**src/rtl/elevator_scheduler.sv**
```systemverilog
// elevator_scheduler
//   SCAN car-motion sequencer for the elevator controller (CP domain).
//   Latches car/hall calls, tracks floor and travel direction, and drives
//   the run timer (mv2nxt/endRun) and door timer (opendoor/endOpen).
// Ports:
//   CP, rst                  clock, async active-high reset
//   in_call/up_call/dn_call  button pulses (up_call top bit, dn_call bit 0 ignored)
//   open_btn                 door-open request, honoured only while idle
//   endRun, endOpen          timer-done levels
//   mv2nxt, opendoor         registered timer enables
//   floor, dir_up            current floor / travel direction (1 = up)
//   pend_in/pend_up/pend_dn  latched calls for the lamps
module elevator_scheduler #(
    parameter int NFLOOR = 4,
    parameter int FW     = 2
) (
    input  logic              CP,
    input  logic              rst,
    input  logic [NFLOOR-1:0] in_call,
    input  logic [NFLOOR-1:0] up_call,
    input  logic [NFLOOR-1:0] dn_call,
    input  logic              open_btn,
    input  logic              endRun,
    input  logic              endOpen,
    output logic              mv2nxt,
    output logic              opendoor,
    output logic [FW-1:0]     floor,
    output logic              dir_up,
    output logic [NFLOOR-1:0] pend_in,
    output logic [NFLOOR-1:0] pend_up,
    output logic [NFLOOR-1:0] pend_dn
);

    typedef enum logic [1:0] {S_IDLE, S_RUN, S_ARRIVE, S_OPEN} state_t;

    // No hall-up button at the top floor, no hall-down button at the bottom.
    localparam logic [NFLOOR-1:0] UP_OK = {1'b0, {(NFLOOR-1){1'b1}}};
    localparam logic [NFLOOR-1:0] DN_OK = {{(NFLOOR-1){1'b1}}, 1'b0};
    localparam logic [FW-1:0]     TOP   = FW'(NFLOOR - 1);

    state_t            r_state, w_nxt;
    logic [FW-1:0]     r_floor, w_floor_nxt;
    logic              r_dir, w_dir_nxt;
    logic              r_mv2nxt, r_opendoor;
    logic [NFLOOR-1:0] r_pin, r_pup, r_pdn;
    logic [NFLOOR-1:0] w_all, w_cur, w_clr;
    logic              w_here, w_above, w_below, w_stop;

    // Call summary relative to the current floor.
    always_comb begin
        w_all   = r_pin | r_pup | r_pdn;
        w_cur   = '0;
        w_above = 1'b0;
        w_below = 1'b0;
        for (int f = 0; f < NFLOOR; f++) begin
            if (FW'(f) == r_floor) w_cur[f] = 1'b1;
            if (FW'(f) >  r_floor) w_above = w_above | w_all[f];
            if (FW'(f) <  r_floor) w_below = w_below | w_all[f];
        end
        w_here = |(w_all & w_cur);
    end

    // ARRIVE stop decision: serve car calls and same-direction hall calls;
    // an opposite-direction hall call is only served when nothing lies
    // further ahead. The end floors always stop so the floor never wraps.
    always_comb begin
        if (r_dir)
            w_stop = (|(w_cur & (r_pin | r_pup | (r_pdn & {NFLOOR{!w_above}}))))
                     || (r_floor == TOP);
        else
            w_stop = (|(w_cur & (r_pin | r_pdn | (r_pup & {NFLOOR{!w_below}}))))
                     || (r_floor == '0);
    end

    always_comb begin
        w_nxt       = r_state;
        w_floor_nxt = r_floor;
        w_dir_nxt   = r_dir;
        case (r_state)
            S_IDLE: begin
                if (w_here || open_btn) begin
                    w_nxt = S_OPEN;
                end else if (r_dir && w_above) begin
                    w_nxt = S_RUN;
                end else if (!r_dir && w_below) begin
                    w_nxt = S_RUN;
                end else if (w_above) begin
                    w_nxt     = S_RUN;
                    w_dir_nxt = 1'b1;
                end else if (w_below) begin
                    w_nxt     = S_RUN;
                    w_dir_nxt = 1'b0;
                end
            end
            S_RUN: begin
                if (endRun) begin
                    w_nxt       = S_ARRIVE;
                    w_floor_nxt = r_dir ? r_floor + FW'(1) : r_floor - FW'(1);
                end
            end
            S_ARRIVE: w_nxt = w_stop ? S_OPEN : S_RUN;
            S_OPEN:   if (endOpen) w_nxt = S_IDLE;
            default:  w_nxt = S_IDLE;
        endcase
    end

    // Current-floor calls are wiped on the edge entering OPEN and on every
    // edge spent in OPEN; the clear overrides a simultaneous set.
    assign w_clr = (r_state == S_OPEN || w_nxt == S_OPEN) ? w_cur : '0;

    always_ff @(posedge CP or posedge rst) begin
        if (rst) begin
            r_state    <= S_IDLE;
            r_floor    <= '0;
            r_dir      <= 1'b1;
            r_mv2nxt   <= 1'b0;
            r_opendoor <= 1'b0;
            r_pin      <= '0;
            r_pup      <= '0;
            r_pdn      <= '0;
        end else begin
            r_state    <= w_nxt;
            r_floor    <= w_floor_nxt;
            r_dir      <= w_dir_nxt;
            r_mv2nxt   <= (w_nxt == S_RUN);
            r_opendoor <= (w_nxt == S_OPEN);
            r_pin      <= (r_pin | in_call)           & ~w_clr;
            r_pup      <= (r_pup | (up_call & UP_OK)) & ~w_clr;
            r_pdn      <= (r_pdn | (dn_call & DN_OK)) & ~w_clr;
        end
    end

    assign mv2nxt   = r_mv2nxt;
    assign opendoor = r_opendoor;
    assign floor    = r_floor;
    assign dir_up   = r_dir;
    assign pend_in  = r_pin;
    assign pend_up  = r_pup;
    assign pend_dn  = r_pdn;

endmodule

```
**config.mk**
```make
export PLATFORM = sky130hd
export DESIGN_NAME = elevator_scheduler
export DESIGN_NICKNAME = d
export VERILOG_FILES = /design/src/rtl/elevator_scheduler.sv
export SDC_FILE = /design/constraint.sdc
export NUM_CORES = 1
export LEC_CHECK = 0
export CORE_MARGIN = 3
export CORE_UTILIZATION = 50
export DETAILED_ROUTE_END_ITERATION = 12
export PLACE_DENSITY = 0.83
export SYNTH_ARGS = -nofsm -noshare
export SYNTH_HDL_FRONTEND = slang
export SYNTH_SLANG_ARGS = --single-unit
```
**constraint.sdc**
```tcl
create_clock -name CP -period 4.23 [get_ports CP]
set_input_delay 0.6345 -clock CP [delete_from_list [all_inputs] [get_ports CP]]
set_output_delay 0.6345 -clock CP [all_outputs]
set_load 0.01 [all_outputs]
```
# [After elaboration in Yosys (flattened, before gate mapping)]
# Index checks and enable logic that the tools add are counted.
[op_classes] muxes=26 addsub=2 n_lt_le_gt_ge=8 n_reduce_logical=17 bitwise_logic=26 eq_ne=9
[ops] op="$and A4 B4 Y4" count=8
[ops] op="$or A4 B4 Y4" count=7
[ops] op="$mux W2" count=9
[ops] op="$mux W1" count=15
[ops] op="$reduce_or A4 Y1" count=3
[ops] op="$eq A2 B2 Y1 const B" count=4
[ops] op="$pmux W2 S4" count=1
[ops] op="$or A1 B1 Y1" count=6
[ops] op="$reduce_and A5 Y1" count=1
[ops] op="$eq A2 B1 Y1 const B" count=2
[ops] op="$eq A2 B2 Y1 const A" count=2
[ops] op="$gt A1 B2 Y1 const A" count=2
[ops] op="$gt A2 B2 Y1 const A" count=2
[ops] op="$logic_not A2 Y1" count=2
[ops] op="$logic_or A1 B1 Y1" count=4
[ops] op="$lt A1 B2 Y1 const A" count=2
[ops] op="$lt A2 B2 Y1 const A" count=2
[ops] op="$mux W4" count=1
[ops] op="$not A4 Y4" count=1
[ops] op="$or A4 B3 Y4" count=1
[ops] op="$logic_not A1 Y1" count=3
[ops] op="$not A1 Y1" count=3
[ops] op="$add A2 B1 Y2 const B" count=1
[ops] op="$eq A1 B2 Y1 const A" count=1
[ops] op="other kinds (4)" count=5
[totals] wordCells=96 out_inout_bits=17 input_bits=17 reg_bits=19

# [Depth between registers and ports, before layout]
# Gate-level depths: netlist of the first run.
[logic_depth] depth_word=23 mapped_depth=9 depth_no_buf=7

# [Worst setup path after synthesis of the first run]
# Ideal clock, no wire load.
[synth_timing] path_type="register to register" from="reg r_floor[0] (netlist: floor[0])" to="reg r_pdn[2] (netlist: pend_dn[2])" slack_ns=2.128 setup_ns=0.094 n_path_buf=0 t_arrival_ns=2.008 required_ns=4.136 path_stages_with_launch=8 synth_period_minus_slack_ns=2.102 path_cell_list="dfrtp_1 -> inv_1 -> ha_1 -> or2_2 -> o221ai_1 -> a32o_1 -> a211oi_1 -> a211oi_1"
[synth_via] elab_chain_cells=22 word_cells_on_any_way=61 cone_classes="8 x order compare; 5 x eq/ne; 21 x mux; 15 x bitwise; 12 x reduce/logical"
[synth_lines] element="start, declared" line_no="42" source="logic [FW-1:0] r_floor, w_floor_nxt;"
[synth_lines] element="start signal, assigned" line_no="123" source="r_floor <= w_floor_nxt;"
[synth_lines] element="$lt A1 B2 Y1 or $gt A1 B2 Y1 (tied branches)" line_no="58, 57"
[synth_lines] element="$mux W1 (on tied branches)" line_no="58, 57"
[synth_lines] element="$or A1 B1 Y1 (on tied branches)" line_no="58, 57"
[synth_lines] element="$mux W1 (on tied branches)" line_no="58, 57"
[synth_lines] element="$or A1 B1 Y1 (on tied branches)" line_no="58, 57"
[synth_lines] element="$mux W1 (on tied branches)" line_no="58, 57"
[synth_lines] element="$or A1 B1 Y1 (on tied branches)" line_no="58, 57"
[synth_lines] element="$mux W1 (on tied branches)" line_no="58, 57"
[synth_lines] element="[6 not listed]"
[synth_lines] element="$mux W1" line_no="67" source="if (r_dir)"
[synth_lines] element="$mux W2" line_no="101" source="S_ARRIVE: w_nxt = w_stop ? S_OPEN : S_RUN;"
[synth_lines] element="$pmux W2 S4" line_no="79" source="case (r_state)"
[synth_lines] element="$eq A2 B2 Y1" line_no="109" source="assign w_clr = (r_state == S_OPEN || w_nxt == S_OPEN) ? w_cur : '0;"
[synth_lines] element="$logic_or A1 B1 Y1" line_no="109"
[synth_lines] element="$mux W4 (*)" line_no="109"
[synth_lines] element="$not A4 Y4 (*)" line_no="129" source="r_pdn <= (r_pdn | (dn_call & DN_OK)) & ~w_clr;"
[synth_lines] element="$and A4 B4 Y4 (*)" line_no="129"
[synth_lines] element="end signal, assigned" line_no="129"
[synth_lines] element="end, declared" line_no="45" source="logic [NFLOOR-1:0] r_pin, r_pup, r_pdn;"
# Mark *: on every way between the ends. The rest lies on a longest branch, timed or not.
# A chain may end at the register's enable or synchronous reset.

# [Worst setup path after layout of the first run]
[layout_timing] from="reg r_floor[0] (netlist: floor[0])" to="reg r_pup[2] (netlist: pend_up[2])"
[layout_via] elab_chain_cells=22 word_cells_on_any_way=61 cone_classes="8 x order compare; 5 x eq/ne; 21 x mux; 15 x bitwise; 12 x reduce/logical"
[layout_lines] element="$lt A1 B2 Y1 or $gt A1 B2 Y1 (tied branches)" line_no="58, 57"
[layout_lines] element="$mux W1 (on tied branches)" line_no="58, 57"
[layout_lines] element="$or A1 B1 Y1 (on tied branches)" line_no="58, 57"
[layout_lines] element="$mux W1 (on tied branches)" line_no="58, 57"
[layout_lines] element="$or A1 B1 Y1 (on tied branches)" line_no="58, 57"
[layout_lines] element="$mux W1 (on tied branches)" line_no="58, 57"
[layout_lines] element="$or A1 B1 Y1 (on tied branches)" line_no="58, 57"
[layout_lines] element="$mux W1 (on tied branches)" line_no="58, 57"
[layout_lines] element="[6 not listed]"
[layout_lines] element="$mux W1" line_no="67"
[layout_lines] element="$mux W2" line_no="101"
[layout_lines] element="$pmux W2 S4" line_no="79"
[layout_lines] element="$eq A2 B2 Y1" line_no="109"
[layout_lines] element="$logic_or A1 B1 Y1" line_no="109"
[layout_lines] element="$mux W4 (*)" line_no="109"
[layout_lines] element="$not A4 Y4 (*)" line_no="128" source="r_pup <= (r_pup | (up_call & UP_OK)) & ~w_clr;"
[layout_lines] element="$and A4 B4 Y4 (*)" line_no="128"
[layout_lines] element="end signal, assigned" line_no="128"
[layout_lines] element="end, declared" line_no="45"
# Marks and branches as above.

==> results.sh, run 1 <==
export IMPL_layout_setup_ws_ns=1.786
export IMPL_rsz0062_at_grt="no"
export IMPL_switching_share=0.4509
export IMPL_path_clk_slew_ns=0.10
export IMPL_cts_inserted_buffers=3
export IMPL_maxCapViolCount=0
export IMPL_hold_buffers=0
export IMPL_min_period_ns=2.444
export IMPL_slew_headroom=0.5333
export IMPL_fmax_mhz=409.2
export IMPL_syn_area_mm2=0.001187
export IMPL_num_vias=1088
export IMPL_startpoint_type="flip-flop"
export IMPL_slew_violations=0
export IMPL_io_buffer_count=31
export IMPL_power_density_mw_per_mm2=693.9
export IMPL_cts_resized=0
export IMPL_tightest_slew_ns=0.6993
export IMPL_cp_cell_sequence="inv_1, ha_1, or2_2, o221ai_1, a32o_1, a211oi_1, a211oi_1"
export IMPL_async_flop_share=1.000
export IMPL_grt_pass1_wl_um=4319
export IMPL_post_place_ws_ns=1.852
export IMPL_crit_top_cell="a211oi_1"
export IMPL_grt_max_degree=20
export IMPL_hold_viol_final=0
export IMPL_synth_top_cells_by_area="dfrtp_1, a211oi_1, ha_1"
export IMPL_cts_tree="yes"
export IMPL_ios=34
export IMPL_fp_coreArea_mm2=0.002233
export IMPL_drive_gt1_frac=0.07692
export IMPL_clk_latency_ns=0.30
export IMPL_grt_use_total=0.2034
export IMPL_drt_iter0_drc=40
export IMPL_synth_top_cells_by_count="dfrtp_1, nor2_1, a211oi_1, inv_1, o21ai_0"
export IMPL_post_cts_buffers=0
export IMPL_ys_seq_area_frac=0.4015
export IMPL_drc=0
export IMPL_fp_dieH_um=54.73
export IMPL_gp_congestion=0.8190
export IMPL_arrival_ns=2.65
export IMPL_rows=17
export IMPL_clock_skew_ns=0.006910
export IMPL_dp_cells=180
export IMPL_synth_top_area_frac=0.3793
export IMPL_path_class="flip-flop to flip-flop"
export IMPL_area_growth_pct=28.98
export IMPL_grt_pass1_vias=978
export IMPL_antenna_found_initial=0
export IMPL_cts_sinks=19
export IMPL_switchingPower_uw=479.2
export IMPL_crit_slowest_cell="dfrtp_1"
export IMPL_pwr_share_clk=0.084
export IMPL_fp_dieW_um=54.73
export IMPL_synth_nets=147
export IMPL_yosys_area_top_type="dfrtp_1"
export IMPL_yosysUniqueCellTypes=38
export IMPL_period_share=0.5778
export IMPL_cp_end_kind="flip-flop"
export IMPL_cp_required_ns=4.44
export IMPL_cpPeakStageDelay_ns=0.46
export IMPL_worstPathMaxFanout=8
export IMPL_seqCellArea_um2=476.7
export IMPL_hp_class="flip-flop to flip-flop"
export IMPL_multiInputGateArea_um2=653.1
export IMPL_final_nets=180
export IMPL_dp_hpwl_um=2077
export IMPL_die_area_mm2=0.002995
export IMPL_whs_ns=0.5399
export IMPL_synth_edf_count=0
export IMPL_finalWirelength_um=2717
export IMPL_setup_tns_ns=0
export IMPL_status="finished clean"
export IMPL_num_fill_cells=186
export IMPL_initial_utilization=0.5317
export IMPL_avgSynthCellArea_um2=9.576
export IMPL_detail_route_antenna_nets=0
export IMPL_finalSetupViolCount=0
export IMPL_diodes=0
export IMPL_viasPerCell=5.913
export IMPL_finalNonFillerCells=184
export IMPL_vdd_drop_max_mv=0.4339
export IMPL_synth_seq_cells=19
export IMPL_p_leak_nw=0.5908
export IMPL_p_comb_frac=0.580
export IMPL_postPlaceCellArea_mm2=0.001505
export IMPL_synthFlopType="dfrtp_1"
export IMPL_clock_path_buffers=2
export IMPL_cts_root_buffer="clkbuf_4"
export IMPL_synth_most_common_cell="dfrtp_1"
export IMPL_grt_ovfl_total=0
export IMPL_cts_htree_levels=1
export IMPL_synth_cells=124
export IMPL_final_area_mm2=0.001531
export IMPL_post_drt_wl_per_cell_um=14.77
export IMPL_internal_power_uw=583.5
export IMPL_seq_power_share=0.336
export IMPL_ys_warn_count=0
export IMPL_dr_pass1_iters=4
[cell usage in the layout (no fill, tap or decap), types with 2 or more instances in the layout]
cell type / synthesis / routed
inv_1: 8 / 8
o31ai_4: 2 / 2
a211oi_1: 12 / 12
o221ai_1: 2 / 2
or2_2: 2 / 2
clkdlybuf4s50_1: 0 / 31
nor2_1: 14 / 14
o21ai_0: 8 / 8
nand2b_1: 2 / 2
o31ai_1: 3 / 3
a21oi_1: 5 / 5
nand2_1: 7 / 7
o22ai_1: 2 / 2
nor3_1: 7 / 7
clkbuf_4: 0 / 3
o21a_1: 2 / 2
xnor2_1: 2 / 2
ha_1: 6 / 6
dfrtp_1: 18 / 18
[state kept, by name, summed over array words and instances (netlist names)]
name and cells:
mv2nxt 1, pend_in 4, dir_up 1, floor 2, r_state 2, opendoor 1
pend_dn 4, pend_up 4
[critical path, delay by kind of cell, from the launching register on]
kind / cells / cell delay [ns]
AO/OA/AOI/OAI: 4 / 1.16
adder cells (fa/ha/maj): 1 / 0.32
flip-flops: 1 / 0.46
AND/OR/NAND/NOR: 1 / 0.31
buffers and inverters: 1 / 0.11
[worst paths after layout]
kind	start	slack [ns]	depth (start not counted)	endpoint
worst min register to register	dir_up$_DFFE_PP1P_	0.54	2	dir_up$_DFFE_PP1P_
worst max register to register	floor[0]$_DFFE_PP0P_	1.79	7	pend_up[2]$_DFF_PP0_
min in group asynchronous	rst	0.74	2	floor[1]$_DFFE_PP0P_
worst max-delay path	floor[0]$_DFFE_PP0P_	1.79	7	pend_up[2]$_DFF_PP0_
worst min-delay path	dir_up$_DFFE_PP1P_	0.54	2	dir_up$_DFFE_PP1P_
max in group asynchronous	rst	3.05	2	r_state[1]$_DFF_PP0_
[routing by layer]
layer	wire length, um	part of all wire	track usage	up-vias
met4	57	0.021	0.08714	0
met5	0	0	0	-
met3	186	0.068	0.03542	7
met1	1176	0.43	0.2668	517
met2	1296	0.48	0.3248	39
li1	-	-	-	525
[cells by family (layout without fill, tap and decap cells)]
| group | Yosys count | count (layout) | share of synthesized area |
|---|---|---|---|
| compound gates | 44 | 44 | 0.2866 |
| simple gates | 41 | 41 | 0.1781 |
| buf+inv | 11 | 43 | 0.04847 |
| fa+ha+maj | 6 | 6 | 0.06322 |
| xor+xnor | 3 | 3 | 0.02213 |
| flops | 19 | 19 | 0.4015 |
[power by group through the flow]
| stage | clock network [mW] | logic (mW) | registers, mW |
|---|---|---|---|
| 6_report | 0.0889 | 0.617 | 0.357 |
| 5_1_grt | 0.102 | 0.674 | 0.372 |
| 4_1_cts | 0.0955 | 0.615 | 0.356 |
| 3_5_place_dp | 0 | 0.610 | 0.359 |
| 3_3_place_gp | 0 | 0.602 | 0.355 |
| 2_1_floorplan | 0 | 0.423 | 0.361 |
[area by class of cell]
type	count	area share
multi-input cells	94	0.4265
flip-flops and latches	19	0.3113
repair buffers	31	0.2026
well taps	28	0.02288
inverters	8	0.01961
clock buffers	4	0.01716
[per-stage QoR]
| stage | total power, mW | utilization |
|---|---|---|
| 2_1_floorplan | 0.7837 | - |
| 3_3_place_gp | 0.9569 | 0.6740 |
| 3_5_place_dp | 0.9697 | 0.6740 |
| 4_1_cts | 1.067 | 0.6857 |
| 5_1_grt | 1.148 | 0.6857 |
| 6_report | 1.063 | 0.6857 |
No activity file was read; power rests on OpenSTA's default activity.
==> run 2, diff against run 1 <==
--- a/config.mk
+++ b/config.mk
@@ -6,9 +6,9 @@
 export NUM_CORES = 1
 export LEC_CHECK = 0
 export CORE_MARGIN = 3
-export CORE_UTILIZATION = 50
+export CORE_UTILIZATION = 47
 export DETAILED_ROUTE_END_ITERATION = 12
-export PLACE_DENSITY = 0.83
+export PLACE_DENSITY = 0.79
 export SYNTH_ARGS = -nofsm -noshare
 export SYNTH_HDL_FRONTEND = slang
 export SYNTH_SLANG_ARGS = --single-unit
==> constraint.sdc (replaced) <==
create_clock -name CP -period 2.4 [get_ports CP]
set_input_delay 0.36 -clock CP [delete_from_list [all_inputs] [get_ports CP]]
set_output_delay 0.36 -clock CP [all_outputs]
set_load 0.01 [all_outputs]
==> results.sh, run 2 (same netlist as run 1, synthesis figures left out) <==
export IMPL_status="finished clean"
export IMPL_dp_hpwl_um=2165
export IMPL_vdd_drop_max_mv=0.6809
export IMPL_antenna_found_initial=0
export IMPL_cts_tree="yes"
export IMPL_grt_ovfl_total=0
export IMPL_postPlaceCellArea_mm2=0.001520
export IMPL_detail_route_antenna_nets=0
export IMPL_fmax_mhz=446.3
export IMPL_drt_iter0_drc=47
export IMPL_num_fill_cells=188
export IMPL_hp_class="input pin to async pin"
export IMPL_area_growth_pct=30.77
export IMPL_maxCapViolCount=0
export IMPL_hold_buffers=0
export IMPL_cp_required_ns=2.61
export IMPL_path_class="flip-flop to flip-flop"
export IMPL_post_cts_buffers=0
export IMPL_final_cell_mix="clkdlybuf4s50_1, dfrtp_1, nor2_1"
export IMPL_cts_inserted_buffers=3
export IMPL_setup_tns_ns=0
export IMPL_num_vias=1100
export IMPL_startpoint_type="flip-flop"
export IMPL_clock_path_buffers=2
export IMPL_rsz0062_at_grt="no"
export IMPL_power_density_mw_per_mm2=1255
export IMPL_whs_ns=0.4693
export IMPL_drive_gt1_frac=0.1013
export IMPL_cp_end_kind="flip-flop"
export IMPL_diodes=0
export IMPL_drc=0
export IMPL_dr_pass1_iters=4
export IMPL_min_period_ns=2.241
export IMPL_finalWirelength_um=2904
export IMPL_seqCellArea_um2=476.7
export IMPL_ios=34
export IMPL_cts_root_buffer="clkbuf_4"
export IMPL_worstPathMaxFanout=9
export IMPL_clk_latency_ns=0.30
export IMPL_post_drt_wl_per_cell_um=15.61
export IMPL_cts_htree_levels=1
export IMPL_cts_sinks=19
export IMPL_viasPerCell=5.914
export IMPL_rows=17
export IMPL_period_share=0.9336
export IMPL_arrival_ns=2.45
export IMPL_final_common_cell="clkdlybuf4s50_1"
export IMPL_tightest_slew_ns=0.7201
export IMPL_grt_pass1_vias=1108
export IMPL_slew_headroom=0.5194
export IMPL_fp_coreArea_mm2=0.002297
export IMPL_p_leak_nw=0.6045
export IMPL_finalSetupViolCount=0
export IMPL_hold_viol_final=0
export IMPL_path_clk_slew_ns=0.11
export IMPL_final_area_mm2=0.001553
export IMPL_initial_utilization=0.5169
export IMPL_slew_violations=0
export IMPL_grt_pass1_wl_um=4843
export IMPL_fp_dieH_um=56.26
export IMPL_final_nets=182
export IMPL_io_buffer_count=31
export IMPL_clock_skew_ns=0.008158
export IMPL_grt_use_total=0.1914
export IMPL_die_area_mm2=0.003165
export IMPL_gp_congestion=0.8478
export IMPL_grt_max_degree=20
export IMPL_fp_dieW_um=56.26
export IMPL_multiInputGateArea_um2=659.4
[run 2: area by class of cell]
| cell class | instances | area share |
|---|---|---|
| clock buffers | 4 | 0.01692 |
| inverters | 8 | 0.01934 |
| multi-input cells | 94 | 0.4247 |
| flip-flops and latches | 19 | 0.3070 |
| well taps | 28 | 0.02256 |
| repair buffers | 33 | 0.2095 |
[run 2: metal layers]
metal	vias up	global-route usage	share of wire
li1	528	-	-
met1	520	0.2378	0.44
met2	47	0.3322	0.48
met3	5	0.02989	0.067
met4	0	0.07119	0.013
met5	-	0	0
[run 2: path summary, 6_finish.rpt]
check | from | end | slack, ns | depth (start not counted)
hold / removal | rst | pend_up[0]$_DFF_PP0_ | 0.47 | 2
min in group CP | dir_up$_DFFE_PP1P_ | dir_up$_DFFE_PP1P_ | 0.54 | 2
setup reg to reg | floor[1]$_DFFE_PP0P_ | pend_dn[1]$_DFF_PP0_ | 0.16 | 7
setup / recovery | floor[1]$_DFFE_PP0P_ | pend_dn[1]$_DFF_PP0_ | 0.16 | 7
hold reg to reg | dir_up$_DFFE_PP1P_ | dir_up$_DFFE_PP1P_ | 0.54 | 2
max in group asynchronous | rst | opendoor$_DFF_PP0_ | 1.47 | 2
[run 2: metrics by stage]
step           setup slack [ns]  power (mW)  utilization  cells
2_1_floorplan            0.2978       1.381            -    124
3_3_place_gp             0.2143       1.721       0.6618    182
3_5_place_dp             0.1102       1.758       0.6618    182
4_1_cts                  0.1259       1.933       0.6732    186
5_1_grt                0.001258       2.090       0.6759    186
6_report                 0.1595       1.949       0.6759    186
[run 2: what timing repair did]
action | in CTS | in global routing
endpoints found under the setup margin | 0 | 10
hold endpoints to repair | 0 | 0
resized for setup | 0 | 2
[run 2: report_power, final]
part	leakage [nW]	total, mW	internal (mW)	switching, mW
Sequential	0.212	0.634	0.441	0.193
Combinational	0.378	1.15	0.557	0.593
Clock	0.0150	0.165	0.0648	0.100
[run 2: critical path, stage by stage (launching register included)]
cell and delay [ns]:
dfrtp_1 0.50, inv_1 0.12, ha_1 0.33, o31ai_2 0.13, nand4_2 0.20, o41a_1 0.43
buf_4 0.18, a211oi_1 0.25
